===== config.mk =====
export PLATFORM = sky130hd
export DESIGN_NAME = popcount_serial
export DESIGN_NICKNAME = d
export VERILOG_FILES = /design/src/rtl/popcount_pkg.sv /design/src/rtl/popcount_serial_five_three.sv /design/src/rtl/popcount_serial.sv
export SDC_FILE = /design/constraint.sdc
export NUM_CORES = 1
export LEC_CHECK = 0
export ABC_AREA = 1
export CAP_MARGIN = 40
export CELL_PAD_IN_SITES_DETAIL_PLACEMENT = 0
export CELL_PAD_IN_SITES_GLOBAL_PLACEMENT = 1
export CORE_MARGIN = 1
export CORE_UTILIZATION = 41
export CTS_BUF_LIST = sky130_fd_sc_hd__clkbuf_8
export DETAILED_ROUTE_END_ITERATION = 10
export GPL_ROUTABILITY_DRIVEN = 0
export MAX_ROUTING_LAYER = met4
export PLACE_DENSITY = 0.93
export REMOVE_ABC_BUFFERS = 1
export SYNTH_ARGS = -nofsm -noshare
export SYNTH_HDL_FRONTEND = slang
export SYNTH_SLANG_ARGS = --single-unit

===== constraint.sdc =====
create_clock -name clk -period 3.2 [get_ports clk]
set_input_delay 0.32 -clock clk [delete_from_list [all_inputs] [get_ports clk]]
set_output_delay 0.32 -clock clk [all_outputs]
set_load 0.1 [all_outputs]

===== src/rtl/popcount_pkg.sv =====
// Shared types and constants for the serial population-count unit.
`timescale 1ns/1ps

package popcount_pkg;

    // Control states of the serial popcount sequencer.
    typedef enum logic [1:0] {
        IDLE = 2'd0,
        RUN  = 2'd1,
        DONE = 2'd2
    } state_t;

    // Arithmetic weights of the 5:3 counter outputs.
    localparam int unsigned W_S  = 1;
    localparam int unsigned W_C1 = 2;
    localparam int unsigned W_C2 = 4;

    // Bits consumed per RUN cycle.
    localparam int unsigned GROUP_W = 5;

    // Number of 5-bit groups (and RUN cycles) for a given operand width.
    function automatic int unsigned groups(input int unsigned width);
        return width / GROUP_W;
    endfunction

endpackage


===== src/rtl/popcount_serial_five_three.sv =====
// 5:3 counter: compresses five equally weighted bits into a 3-bit count {c2,c1,s}.
`timescale 1ns/1ps

module five_three (
    input  logic [4:0] i_x,
    output logic       o_s_c,
    output logic       o_c1_c,
    output logic       o_c2_c
);

    logic w_s1;
    logic w_k1;
    logic w_k2;

    // Two chained full adders; their carries are both weight 2 and are merged below.
    always_comb begin
        w_s1  = i_x[0] ^ i_x[1] ^ i_x[2];
        w_k1  = (i_x[0] & i_x[1]) | (i_x[0] & i_x[2]) | (i_x[1] & i_x[2]);
        o_s_c = w_s1 ^ i_x[3] ^ i_x[4];
        w_k2  = (w_s1 & i_x[3]) | (w_s1 & i_x[4]) | (i_x[3] & i_x[4]);
        // k1 + k2 (each weight 2) expressed as a 2-bit value at weights 2 and 4.
        o_c1_c = w_k1 ^ w_k2;
        o_c2_c = w_k1 & w_k2;
    end

endmodule


===== src/rtl/popcount_serial.sv =====
// Serial population count: one 5-bit group per cycle through a 5:3 counter into an accumulator.
`timescale 1ns/1ps

module popcount_serial
    import popcount_pkg::*;
#(
    parameter int unsigned WIDTH = 20
) (
    input  logic                         clk,
    input  logic                         rst,
    input  logic                         start,
    input  logic [WIDTH-1:0]             data_in,
    output logic                         ready,
    output logic                         busy,
    output logic                         done,
    output logic [$clog2(WIDTH+1)-1:0]   count
);

    localparam int unsigned CNT_W = $clog2(WIDTH + 1);
    localparam int unsigned G     = groups(WIDTH);
    localparam int unsigned IDX_W = (G > 1) ? $clog2(G) : 1;

    // Reject operand widths that do not split into whole 5-bit groups.
    generate
        if (WIDTH == 0 || (WIDTH % GROUP_W) != 0) begin : g_bad_width
            $error("popcount_serial: WIDTH must be a non-zero multiple of 5");
        end
    endgenerate

    state_t             r_state;
    state_t             w_state_nxt;
    logic [WIDTH-1:0]   r_sh;
    logic [WIDTH-1:0]   w_sh_nxt;
    logic [CNT_W-1:0]   r_acc;
    logic [CNT_W-1:0]   w_acc_nxt;
    logic [IDX_W-1:0]   r_idx;
    logic [IDX_W-1:0]   w_idx_nxt;
    logic [CNT_W-1:0]   r_count;
    logic [CNT_W-1:0]   w_count_nxt;
    logic               r_ready;
    logic               r_busy;
    logic               r_done;
    logic               w_ready_nxt;
    logic               w_busy_nxt;
    logic               w_done_nxt;

    logic               w_s;
    logic               w_c1;
    logic               w_c2;
    logic [2:0]         w_inc;
    logic [CNT_W-1:0]   w_acc_sum;
    logic               w_accept;
    logic               w_last;

    // Counter sees the lowest group of the shift register every cycle.
    five_three u_five_three (
        .i_x    (r_sh[4:0]),
        .o_s_c  (w_s),
        .o_c1_c (w_c1),
        .o_c2_c (w_c2)
    );

    // Weighted counter outputs and the running sum including this cycle's group.
    always_comb begin
        w_inc = (w_s  ? 3'(W_S)  : 3'd0)
              + (w_c1 ? 3'(W_C1) : 3'd0)
              + (w_c2 ? 3'(W_C2) : 3'd0);
        w_acc_sum = r_acc + CNT_W'(w_inc);
        w_accept  = start && r_ready;
        w_last    = (r_idx == IDX_W'(G - 1));
    end

    // Next-state, datapath and registered-flag decode.
    always_comb begin
        w_state_nxt = r_state;
        w_sh_nxt    = r_sh;
        w_acc_nxt   = r_acc;
        w_idx_nxt   = r_idx;
        w_count_nxt = r_count;

        case (r_state)
            IDLE, DONE: begin
                if (w_accept) begin
                    w_state_nxt = RUN;
                    w_sh_nxt    = data_in;
                    w_acc_nxt   = '0;
                    w_idx_nxt   = '0;
                end else if (r_state == DONE) begin
                    w_state_nxt = IDLE;
                end
            end
            RUN: begin
                w_sh_nxt  = r_sh >> GROUP_W;
                w_acc_nxt = w_acc_sum;
                w_idx_nxt = r_idx + IDX_W'(1);
                if (w_last) begin
                    w_state_nxt = DONE;
                    w_count_nxt = w_acc_sum;
                end
            end
            default: begin
                w_state_nxt = IDLE;
            end
        endcase

        w_ready_nxt = (w_state_nxt != RUN);
        w_busy_nxt  = (w_state_nxt == RUN);
        w_done_nxt  = (w_state_nxt == DONE);
    end

    // State, datapath and status registers; reset discards any in-flight operation.
    always_ff @(posedge clk or posedge rst) begin
        if (rst) begin
            r_state <= IDLE;
            r_sh    <= '0;
            r_acc   <= '0;
            r_idx   <= '0;
            r_count <= '0;
            r_ready <= 1'b1;
            r_busy  <= 1'b0;
            r_done  <= 1'b0;
        end else begin
            r_state <= w_state_nxt;
            r_sh    <= w_sh_nxt;
            r_acc   <= w_acc_nxt;
            r_idx   <= w_idx_nxt;
            r_count <= w_count_nxt;
            r_ready <= w_ready_nxt;
            r_busy  <= w_busy_nxt;
            r_done  <= w_done_nxt;
        end
    end

    assign ready = r_ready;
    assign busy  = r_busy;
    assign done  = r_done;
    assign count = r_count;

endmodule


### After elaboration in Yosys (flattened, before gate mapping)

Index checks and enable logic that the tools add are counted.

| word-level totals | value |
|---|---|
| register bits after elaboration | 37 |
| input bits | 23 |
| output and inout port bits | 8 |
| logic and storage cells | 54 |

| operators by class | value |
|---|---|
| add/sub/neg operators | 4 |
| equal/unequal tests | 7 |
| mux-type cells | 13 |
| bitwise logic cells | 16 |
| reductions and logical operators | 6 |

Operator list:

| cell | number |
|---|---|
| $pmux 20 s2 | 1 |
| $mux 20 | 1 |
| $mux 2 | 5 |
| $pmux 5 s2 | 1 |
| $pmux 2 s2 | 2 |
| $and 1x1->1 | 7 |
| $eq 2x2->1 const B | 3 |
| $add 5x3->5 | 1 |
| $mux 5 | 1 |
| $xor 1x1->1 | 5 |
| $eq 2x1->1 const B | 2 |
| $or 1x1->1 | 4 |
| $reduce_and 2->1 | 2 |
| $add 1x2->3 | 1 |
| $add 3x3->3 | 1 |
| $mux 3 | 1 |
| $add 2x1->2 const B | 1 |
| $logic_not 2->1 | 1 |
| $ne 2x1->1 const B | 1 |
| $ne 2x2->1 const B | 1 |
| $reduce_bool 2->1 | 1 |
| $reduce_or 2->1 | 1 |
| $logic_and 1x1->1 | 1 |
| $mux 1 | 1 |

### Longest topological paths before layout

Gate-level depths: netlist of the first run.

| logic depth | value |
|---|---|
| word-level depth | 11 |
| gate-level depth with buffers | 11 |
| depth with buffers taken out | 11 |

### Hierarchy

A second synthesis of the first run with hierarchy kept.

| second synthesis, totals | value |
|---|---|
| cells, all modules | 212 |
| area total of the unflattened synthesis | 1881.8 um^2 |

Modules (own cells, without submodules):

| module | instances | cells each | area each (um^2) | sequential area each (um^2) |
|---|---|---|---|---|
| popcount_serial | 1 | 204 | 1810.5 | 927.1 |
| five_three | 1 | 8 | 71.3 | 0.0 |

### Worst setup path before layout of the first run

No wires, ideal clock.

| path | value |
|---|---|
| path type | register to register |
| start | register r_sh[1] |
| end | register r_count[4] (netlist: count[4]) |
| setup time | 0.120 ns |
| arrival | 2.283 ns |
| data required time | 3.080 ns |
| setup slack | 0.797 ns |
| stages on the path, launching flop included | 11 |
| path buffers | 0 |
| period minus slack after synthesis | 2.403 ns |
| cells stage by stage | dfrtp_1 inv_1 fa_1 fa_1 inv_1 ha_1 fa_1 nand3_1 nand3b_1 nand3_1 nand2_1 |

| between the ends | value |
|---|---|
| longest elaborated chain between the ends | 10 |
| elaborated cells on any way between the ends | 20 |
| classes of those cells | 3 x add/sub; 3 x mux; 14 x bitwise |

Ends and longest elaborated chain:

| element | line | RTL |
|---|---|---|
| from (decl) | popcount_serial.sv:32 | `logic [WIDTH-1:0] r_sh;` |
| from (signal assigned) | popcount_serial.sv:124 | `r_sh <= w_sh_nxt;` |
| $xor 1x1->1 (2 in a row) | popcount_serial_five_three.sv:17 | `w_s1 = i_x[0] ^ i_x[1] ^ i_x[2];` |
| $and 1x1->1 | popcount_serial_five_three.sv:20 | `w_k2 = (w_s1 & i_x[3]) \| (w_s1 & i_x[4]) \| (i_x[3] & i_x[4]);` |
| $or 1x1->1 (2 in a row) | popcount_serial_five_three.sv:20 |  |
| $xor 1x1->1 | popcount_serial_five_three.sv:22 | `o_c1_c = w_k1 ^ w_k2;` |
| $mux 2 | popcount_serial.sv:66 | `+ (w_c1 ? 3'(W_C1) : 3'd0)` |
| $add 1x2->3 | popcount_serial.sv:66 |  |
| $add 3x3->3 (*) | popcount_serial.sv:67 | `+ (w_c2 ? 3'(W_C2) : 3'd0);` |
| $add 5x3->5 (*) | popcount_serial.sv:68 | `w_acc_sum = r_acc + CNT_W'(w_inc);` |
| to (signal assigned) | popcount_serial.sv:127 | `r_count <= w_count_nxt;` |
| to (decl) | popcount_serial.sv:38 | `logic [CNT_W-1:0] r_count;` |

Mark *: on every way between the ends. The rest lies on a longest branch, timed or not.
A chain may end at the register's enable or synchronous reset.

### Worst setup path in the final report of the first run

| path | value |
|---|---|
| start | register r_sh[2] |
| end | register r_count[4] (netlist: count[4]) |

| between the ends | value |
|---|---|
| longest elaborated chain between the ends | 9 |
| elaborated cells on any way between the ends | 19 |
| classes of those cells | 3 x add/sub; 3 x mux; 13 x bitwise |

Ends and longest elaborated chain:

| element | line |
|---|---|
| $xor 1x1->1 | popcount_serial_five_three.sv:17 |
| $and 1x1->1 | popcount_serial_five_three.sv:20 |
| $or 1x1->1 (2 in a row) | popcount_serial_five_three.sv:20 |
| $xor 1x1->1 | popcount_serial_five_three.sv:22 |
| $mux 2 | popcount_serial.sv:66 |
| $add 1x2->3 | popcount_serial.sv:66 |
| $add 3x3->3 (*) | popcount_serial.sv:67 |
| $add 5x3->5 (*) | popcount_serial.sv:68 |

Marks and branches as above.

==> out/results.txt, run 1 <==
Remaining Overflow, GRT - 0
Final Setup Violations - 0
Synth area leader - dfrtp_1
CP endpoint kind - flop
Final Power - 2.77 mW
register area share after synthesis - 49.8%
Post-Synth Adder-Cell Area - 6.59%
Combinational Power Share - 57.1%
utilization after layout - 54.4%
Slew Limit Fails - 0
Synth Area in XOR/XNOR - 0.471%
via count - 1,394
Synth Cell Area - 1860 um2
final instance area - 2370 um2
PostCTS Resize Cnt - 0
Critical Path Source Type - flop
outcome - completed
Post-DP Area - 2250 um2
Syn-to-layout area delta - 27.3%
WL final - 3030 um
worst hold path class - input port to async pin
First DRT Iteration DRCs - 118
Worst R2R End - count[4]
largest family of logic cells by synthesized area - simple AND/OR/NAND/NOR gates
YS warnings - 0
largest net degree at the start of global routing - 43
Antenna diodes - 0
Max FO, Critical Path - 2
Post-Layout Cell Count - 295
DRC Markers - 0
CTS max path bufs - 2
reg-to-reg startpoint - r_sh[2]
Net Switching - 1.27 mW
RSZ-0062 raised after global routing - no
H-tree levels - 2
Synth Area per Inst - 9.08 um2
Slew @ Worst Pin - 0.457 ns
Ports - 31
pre-CTS WS - 0.670 ns
main area contributors after synthesis - dfrtp_1 (48%), nand2_1 (10%), inv_1 (6.3%)
Final Hold Viols - 0
wire per inst - 10.3 um
PwrDens - 1170 nW/um2
# hold bufs at CTS - 0
placed cell count - 287
Synth Area in Simple Gates - 18.0%
die area - 4810 um2
register clock-pin slew on the reported worst setup and hold paths - 0.07 ns
Worst Reg-to-Reg Cells - 10
GRT Total Usage - 15.0%
die width - 69.4 um
Min Hold Slack - 0.433 ns
die height - 69.4 um
Worst Skew - 0.00558 ns
Worst Path Arrival - 2.70 ns
vias in the first global route - 1,319
TNS Setup - 0 ns
post-synthesis compound-gate area fraction - 13.7%
CTS Root Buffer Type - clkbuf_8
row count - 24
reg-to-reg setup timing slack - 0.68 ns
clock power share - 14.7%
final-stage net count - 273
Final ANT Viol Nets - 0
multiplexer area fraction after synthesis - 0%
MaxCap Viol Count - 0
worst endpoint required time - 3.38 ns
maximum clock rate - 397 MHz
synth unique cells - 21
CP Class - flop to flop
Vias/cell - 4.73
CTS Buf Count - 5
Tcrit/Tclk final - 78.8%
clk_lat worst skew - 0.28 ns
Seq cells post-synth - 37
Yosys top cell area share - 48.4%
Setup Fix Bufs, Post-CTS - 0
minimum clock period - 2.52 ns
Seq pwr share - 28.2%
cell leakage power - 1.16 nW
Sw Share - 46.1%
core area - 4350 um2
initial core utilization - 42.7%
Internal - 1.49 mW
worst vdd ir - 0.401 mV
layout cells sized above 1 - 13.6%
CTS tree - yes
slew margin rel. - 69.5%
post-detail-place hpwl - 2100 um
CTS sink cnt - 37
Post-Synthesis Cells - 205
PortBufs - 30
first-pass GRT wire length - 5530 um
initial antenna violation count - 0
setup ws final - 0.679 ns
TritonRoute pass-1 iters - 4
## cells by family after synthesis
| family | after synthesis |
|---|---|
| buffers and inverters | 42 |
| DFF | 37 |
| AOI/OAI and AO/OA | 45 |
| xor gates and xnor gates | 1 |
| and+or+nand+nor | 72 |
| adders and majority gates | 8 |
## how the worst max path moves through the flow
| stage | start | to | slack (ns) | depth (start not counted) |
|---|---|---|---|---|
| 6_report | r_sh[2] | count[4] | 0.68 | 10 |
| 4_1_cts | r_sh[2] | r_acc[4] | 0.67 | 10 |
| 5_1_grt | r_sh[2] | count[4] | 0.53 | 10 |
| 3_3_place_gp | r_sh[1] | count[4] | 0.75 | 10 |
| 2_1_floorplan | r_sh[1] | count[4] | 0.80 | 10 |
| 3_5_place_dp | r_sh[2] | r_acc[4] | 0.67 | 10 |
## per-layer routing
layer	track usage (%)	wire length, um	vias up
met4	6.12	53	0
li1	-	-	721
met3	5.23	109	6
met1	17.3	1420	642
met5	-	0	-
met2	23.9	1450	25
## synth_stat cells, drive strengths merged
cell     n
dfstp    1
a21oi    2
nand3   14
nand3b   1
inv     33
o21ai   43
xnor2    1
fa       3
nor2     2
clkinv   1
dfrtp   36
buf      8
nand2   55
ha       5
## power groups by stage
stage               sequential, mW  combinational [mW]  clock, mW
floorplan                     1.07               0.869          0
global placement             0.780                1.45          0
detailed placement           0.791                1.60          0
CTS                          0.782                1.61      0.421
global route                 0.805                1.78      0.443
finish                       0.780                1.58      0.405
## worst max-delay path, cell delays in order (launching register included)
cell and delay [ns]:
dfrtp_1 0.36, inv_1 0.11, fa_1 0.44, fa_1 0.50, inv_1 0.04, ha_1 0.20
fa_1 0.41, nand3_1 0.12, nand3b_1 0.10, nand3_1 0.09, nand2_1 0.05
## layout by cell type (no fill, tap or decap)
master           synthesis  routed
nor2_4                   1       1
dfrtp_1                 36      36
nand3b_1                 1       1
clkdlybuf4s50_1          0      29
buf_4                    0       2
dfstp_2                  1       1
fa_1                     3       3
o21ai_2                  8       8
ha_1                     5       5
inv_2                    2       2
nand2_1                 52      52
clkbuf_8                 0       6
buf_8                    0       7
a21oi_1                  2       2
xnor2_1                  1       1
bufinv_16                0       1
nor2_1                   1       1
inv_1                   31      32
nand3_4                  1       1
nand2_4                  3       3
clkinv_2                 1       1
nand3_1                 13      13
o21ai_0                 22      22
o21ai_1                 13      13
## cell type report
class / instances / area [um2]
Sequential cell: 37 / 927
Tap cell: 52 / 65.1
Fill cell: 385 / 1990
Timing Repair Buffer: 38 / 410
Inverter: 34 / 129
Clock buffer: 6 / 82.6
Clock inverter: 2 / 33.8
Multi-Input combinational cell: 126 / 721
## state kept, by name, indices dropped and copies added, names as in the netlist
name and cells:
r_idx 2, r_acc 5, r_state 2, count 5
r_sh 20, done 1, ready 1, busy 1
Power figures use the tool's default switching activity.
==> run 2, diff against run 1 <==
Settings changed: CORE_UTILIZATION 41 to 37, PLACE_DENSITY 0.93 to 0.89.
Clock period 3.2 ns to 2.05 ns, I/O delays scaled along.
==> out/results.txt, run 2 (synthesis results as in run 1) <==
Max FO, Critical Path - 2
die area - 5320 um2
flip-flop count of the largest register after layout - 20
CTS tree - yes
die height - 72.9 um
RSZ-0062 raised after global routing - yes
Syn-to-layout area delta - 25.8%
via count - 1,411
CTS sink cnt - 37
MaxCap Viol Count - 0
Critical Path Source Type - flop
layout cells sized above 1 - 21.0%
worst endpoint required time - 2.23 ns
core area - 4790 um2
setup ws final - -0.301 ns
CP max stage delay - 0.48 ns
H-tree levels - 2
CP endpoint kind - flop
post-detail-place hpwl - 2060 um
CTS max path bufs - 2
First DRT Iteration DRCs - 71
reg-to-reg setup timing slack - -0.30 ns
worst-path cell chain - inv_2 -> fa_1 -> fa_1 -> inv_1 -> ha_2 -> fa_2 -> nand3_2 -> nand3b_1 -> nand3_1 -> nand2_1
die width - 72.9 um
CP Class - flop to flop
Worst Skew - 0.00584 ns
worst hold path class - input port to async pin
Worst Path Arrival - 2.53 ns
GRT Total Usage - 13.8%
WL final - 3030 um
slowest CP cell - fa_1
CP most frequent cell - fa_1
PortBufs - 30
slew margin rel. - 69.5%
maximum clock rate - 425 MHz
failing checks - negative setup slack
most frequent cells in the layout - nand2_1 (52), dfrtp_1 (36), inv_1 (27), clkdlybuf4s50_1 (22), o21ai_0 (18)
outcome - finished with violations
initial antenna violation count - 0
Antenna diodes - 0
Slew @ Worst Pin - 0.458 ns
Vias/cell - 4.55
DRC Markers - 0
register clock-pin slew on the reported worst setup and hold paths - 0.07 ns
Tcrit/Tclk final - 115%
vias in the first global route - 1,253
Ports - 31
row count - 25
initial core utilization - 38.9%
final-stage net count - 274
CTS Root Buffer Type - clkbuf_8
commonest non-fill, non-tap cell in the layout - nand2_1
Remaining Overflow, GRT - 0
Buf/Inv on CP - 2
TritonRoute pass-1 iters - 4
Final Setup Violations - 8
largest net degree at the start of global routing - 42
first-pass GRT wire length - 5330 um
minimum clock period - 2.35 ns
Final Hold Viols - 0
wire per inst - 9.79 um
largest register by flop count - r_sh
clk_lat worst skew - 0.28 ns
final instance area - 2340 um2
Final ANT Viol Nets - 0
Slew Limit Fails - 0
CTS Buf Count - 5
Post-DP Area - 2190 um2
cell family with most CP delay - adder cells
==> run 2: changes by cell type in the layout (fill, tap and decap cells not counted), sizes merged <==
cell / previous run / this run
buf: 9 / 17
bufinv: 1 / 0
clkdlybuf4s50: 29 / 22
==> run 2: per-layer routing <==
metal	GRT usage (%)	routed length (um)	part of all wire, %
met2	21.3	1390	46
met3	4.56	133	4.4
met5	-	0	0
met1	16.7	1460	48
met4	5.23	45	1.5
==> run 2: final cells by class <==
class                      instances  area (um2)
tap                               67        83.8
fill                             456        2440
clock inverter                     1        3.75
multi-input combinational        126         754
sequential                        37         927
timing repair buffer              39         360
clock buffer                       6        82.6
inverter                          34         129
==> run 2: metrics by stage <==
| stage | TNS (ns) | hold WS (ns) | utilization (%) | setup slack [ns] | instances |
|---|---|---|---|---|---|
| after global placement | -2.40 | 0.461 | 45.8 | -0.385 | 299 |
| after detailed placement | -2.78 | 0.470 | 45.8 | -0.434 | 299 |
| after global routing | -2.77 | 0.385 | 48.9 | -0.401 | 310 |
| final | -2.01 | 0.328 | 48.9 | -0.301 | 310 |
| after CTS | -2.29 | 0.343 | 48.4 | -0.321 | 308 |
| after floorplan | -2.10 | 0.358 | - | -0.353 | 197 |
==> run 2: tightest hold or removal path, stage by stage <==
cell and delay [ns]:
clkdlybuf4s50_1 0.39, inv_1 0.05, buf_4 0.40
==> run 2: timing repair <==
action                     4_1_cts  5_1_grt
hold buffers                     0        0
resized for setup               12        3
setup endpoints to repair        8        8
buffers inserted                 2        2
pin swaps                        8        2
==> run 2: final timing paths <==
check | start | endpoint | cells after the start
max | r_sh[1] | r_acc[4] | 10
min | rst | r_idx[0] | 3
max reg2reg | r_sh[1] | r_acc[4] | 10
min reg2reg | r_idx[0] | r_idx[0] | 1
max in group asynchronous | rst | ready | 3
min in group clk | r_idx[0] | r_idx[0] | 1
Power of run 2 is left out: the tool's default activity adds up to more than one toggle a clock period on the data nets, which glitch-free logic cannot reach.
==> run 3, diff against run 2 <==
Settings changed: PLACE_DENSITY 0.89 to default, PLACE_DENSITY_LB_ADDON from default to 0.1.
==> out/results.txt, run 3 (synthesis results as in run 1) <==
met3 WL - 109 um
CP Class - flop to flop
flip-flop count of the largest register after layout - 20
initial core utilization - 38.9%
post-detail-place hpwl - 2280 um
cell family with most CP delay - adder cells
CP most frequent cell - fa_1
largest net degree at the start of global routing - 38
Final Hold Viols - 0
Antenna diodes - 0
die area - 5320 um2
core area - 4790 um2
worst-path cell chain - inv_2 -> fa_1 -> fa_1 -> inv_1 -> ha_2 -> fa_2 -> nand3_2 -> nand3b_1 -> nand3_1 -> nand2_1
worst hold path class - input port to async pin
maximum clock rate - 424 MHz
Slew Limit Fails - 0
GRT Total Usage - 16.0%
setup ws final - -0.308 ns
TritonRoute pass-1 iters - 4
H-tree levels - 2
slew margin rel. - 69.0%
DR WL met2 - 1680 um
Max FO, Critical Path - 2
slowest CP cell - fa_1
via count - 1,399
Remaining Overflow, GRT - 0
CP max stage delay - 0.49 ns
failing checks - negative setup slack
Critical Path Source Type - flop
worst endpoint required time - 2.23 ns
register clock-pin slew on the reported worst setup and hold paths - 0.07 ns
register area - 927 um2
die width - 72.9 um
CTS sink cnt - 37
Vias/cell - 4.50
WL final - 3370 um
PwrDens - 1840 nW/um2
die height - 72.9 um
CP endpoint kind - flop
CTS Buf Count - 5
MaxCap Viol Count - 0
row count - 25
initial antenna violation count - 0
DRC Markers - 0
Worst Path Arrival - 2.54 ns
Slew @ Worst Pin - 0.465 ns
cell leakage power - 1.14 nW
DR top layer - met4
CTS Root Buffer Type - clkbuf_8
final-stage net count - 274
largest register by flop count - r_sh
Worst Skew - 0.00563 ns
Sw Share - 48.4%
first-pass GRT wire length - 6160 um
most frequent cells in the layout - nand2_1 (52), dfrtp_1 (36), inv_1 (28), clkdlybuf4s50_1 (22), o21ai_0 (20)
Internal - 2.21 mW
outcome - finished with violations
Final Setup Violations - 8
Metal-1 WL - 1510 um
TNS Setup - -2.15 ns
Combinational Power Share - 59.5%
worst vdd ir - 0.607 mV
minimum clock period - 2.36 ns
commonest non-fill, non-tap cell in the layout - nand2_1
Seq pwr share - 28.7%
Buf/Inv on CP - 2
Fillers - 471
PortBufs - 30
vias in the first global route - 1,434
RSZ-0062 raised after global routing - yes
Ports - 31
First DRT Iteration DRCs - 25
layout cells sized above 1 - 20.5%
Tcrit/Tclk final - 115%
wire per inst - 10.8 um
CTS max path bufs - 2
utilization after layout - 48.6%
CTS tree - yes
clock power share - 11.9%
clk_lat worst skew - 0.29 ns
Final ANT Viol Nets - 0
multi-input logic area - 747 um2
Syn-to-layout area delta - 24.9%
Net Switching - 2.07 mW
==> run 3: metal layers <==
| metal | vias to the layer above | global-route usage (%) |
|---|---|---|
| met5 | - | - |
| met4 | 0 | 7.19 |
| met3 | 8 | 4.14 |
| met2 | 25 | 27.0 |
| met1 | 639 | 17.8 |
| li1 | 727 | - |
==> run 3: power by group through the flow <==
stage / sequential, mW / clock, mW / combinational, mW
2_1_floorplan: 1.68 / 0 / 1.36
3_3_place_gp: 1.22 / 0 / 2.32
3_5_place_dp: 1.24 / 0 / 2.38
4_1_cts: 1.23 / 0.533 / 2.55
5_1_grt: 1.26 / 0.556 / 2.89
6_report: 1.23 / 0.509 / 2.55
==> run 3: final cells by class <==
class / count / area share, %
timing repair buffer: 39 / 15.0
multi-input combinational: 126 / 32.1
clock inverter: 2 / 0.323
clock buffer: 6 / 3.55
inverter: 34 / 5.54
sequential: 37 / 39.9
tap: 67 / 3.61
==> run 3: final timing paths <==
path	end	start	slack, ns	depth (start not counted)
max in group asynchronous	ready	rst	1.37	3
hold reg to reg	count[4]	count[4]	0.48	2
hold / removal	r_sh[15]	rst	0.33	3
setup / recovery	r_acc[4]	r_sh[1]	-0.31	10
setup reg to reg	r_acc[4]	r_sh[1]	-0.31	10
min in group clk	r_sh[19]	data_in[19]	0.48	3
==> run 3: repair_timing <==
action	in CTS	in global routing
setup buffers	2	1
pin swaps	7	4
hold buffers	0	0
resized for setup	11	1
setup endpoints to repair	8	8
==> run 3: tightest hold or removal path, stage by stage <==
cell             delay (ns)
clkdlybuf4s50_1        0.40
inv_1                  0.05
buf_4                  0.39
==> run 3: metrics by stage <==
| step | area [um2] | hold slack, ns | setup WS (ns) | cells | total power [mW] |
|---|---|---|---|---|---|
| CTS | 2310 | 0.340 | -0.347 | 310 | 4.32 |
| detailed placement | 2190 | 0.468 | -0.474 | 300 | 3.62 |
| floorplan | 1780 | 0.358 | -0.353 | 197 | 3.03 |
| finish | 2320 | 0.329 | -0.308 | 311 | 4.28 |
| global route | 2320 | 0.406 | -0.407 | 311 | 4.71 |
| global placement | 2190 | 0.462 | -0.388 | 300 | 3.54 |
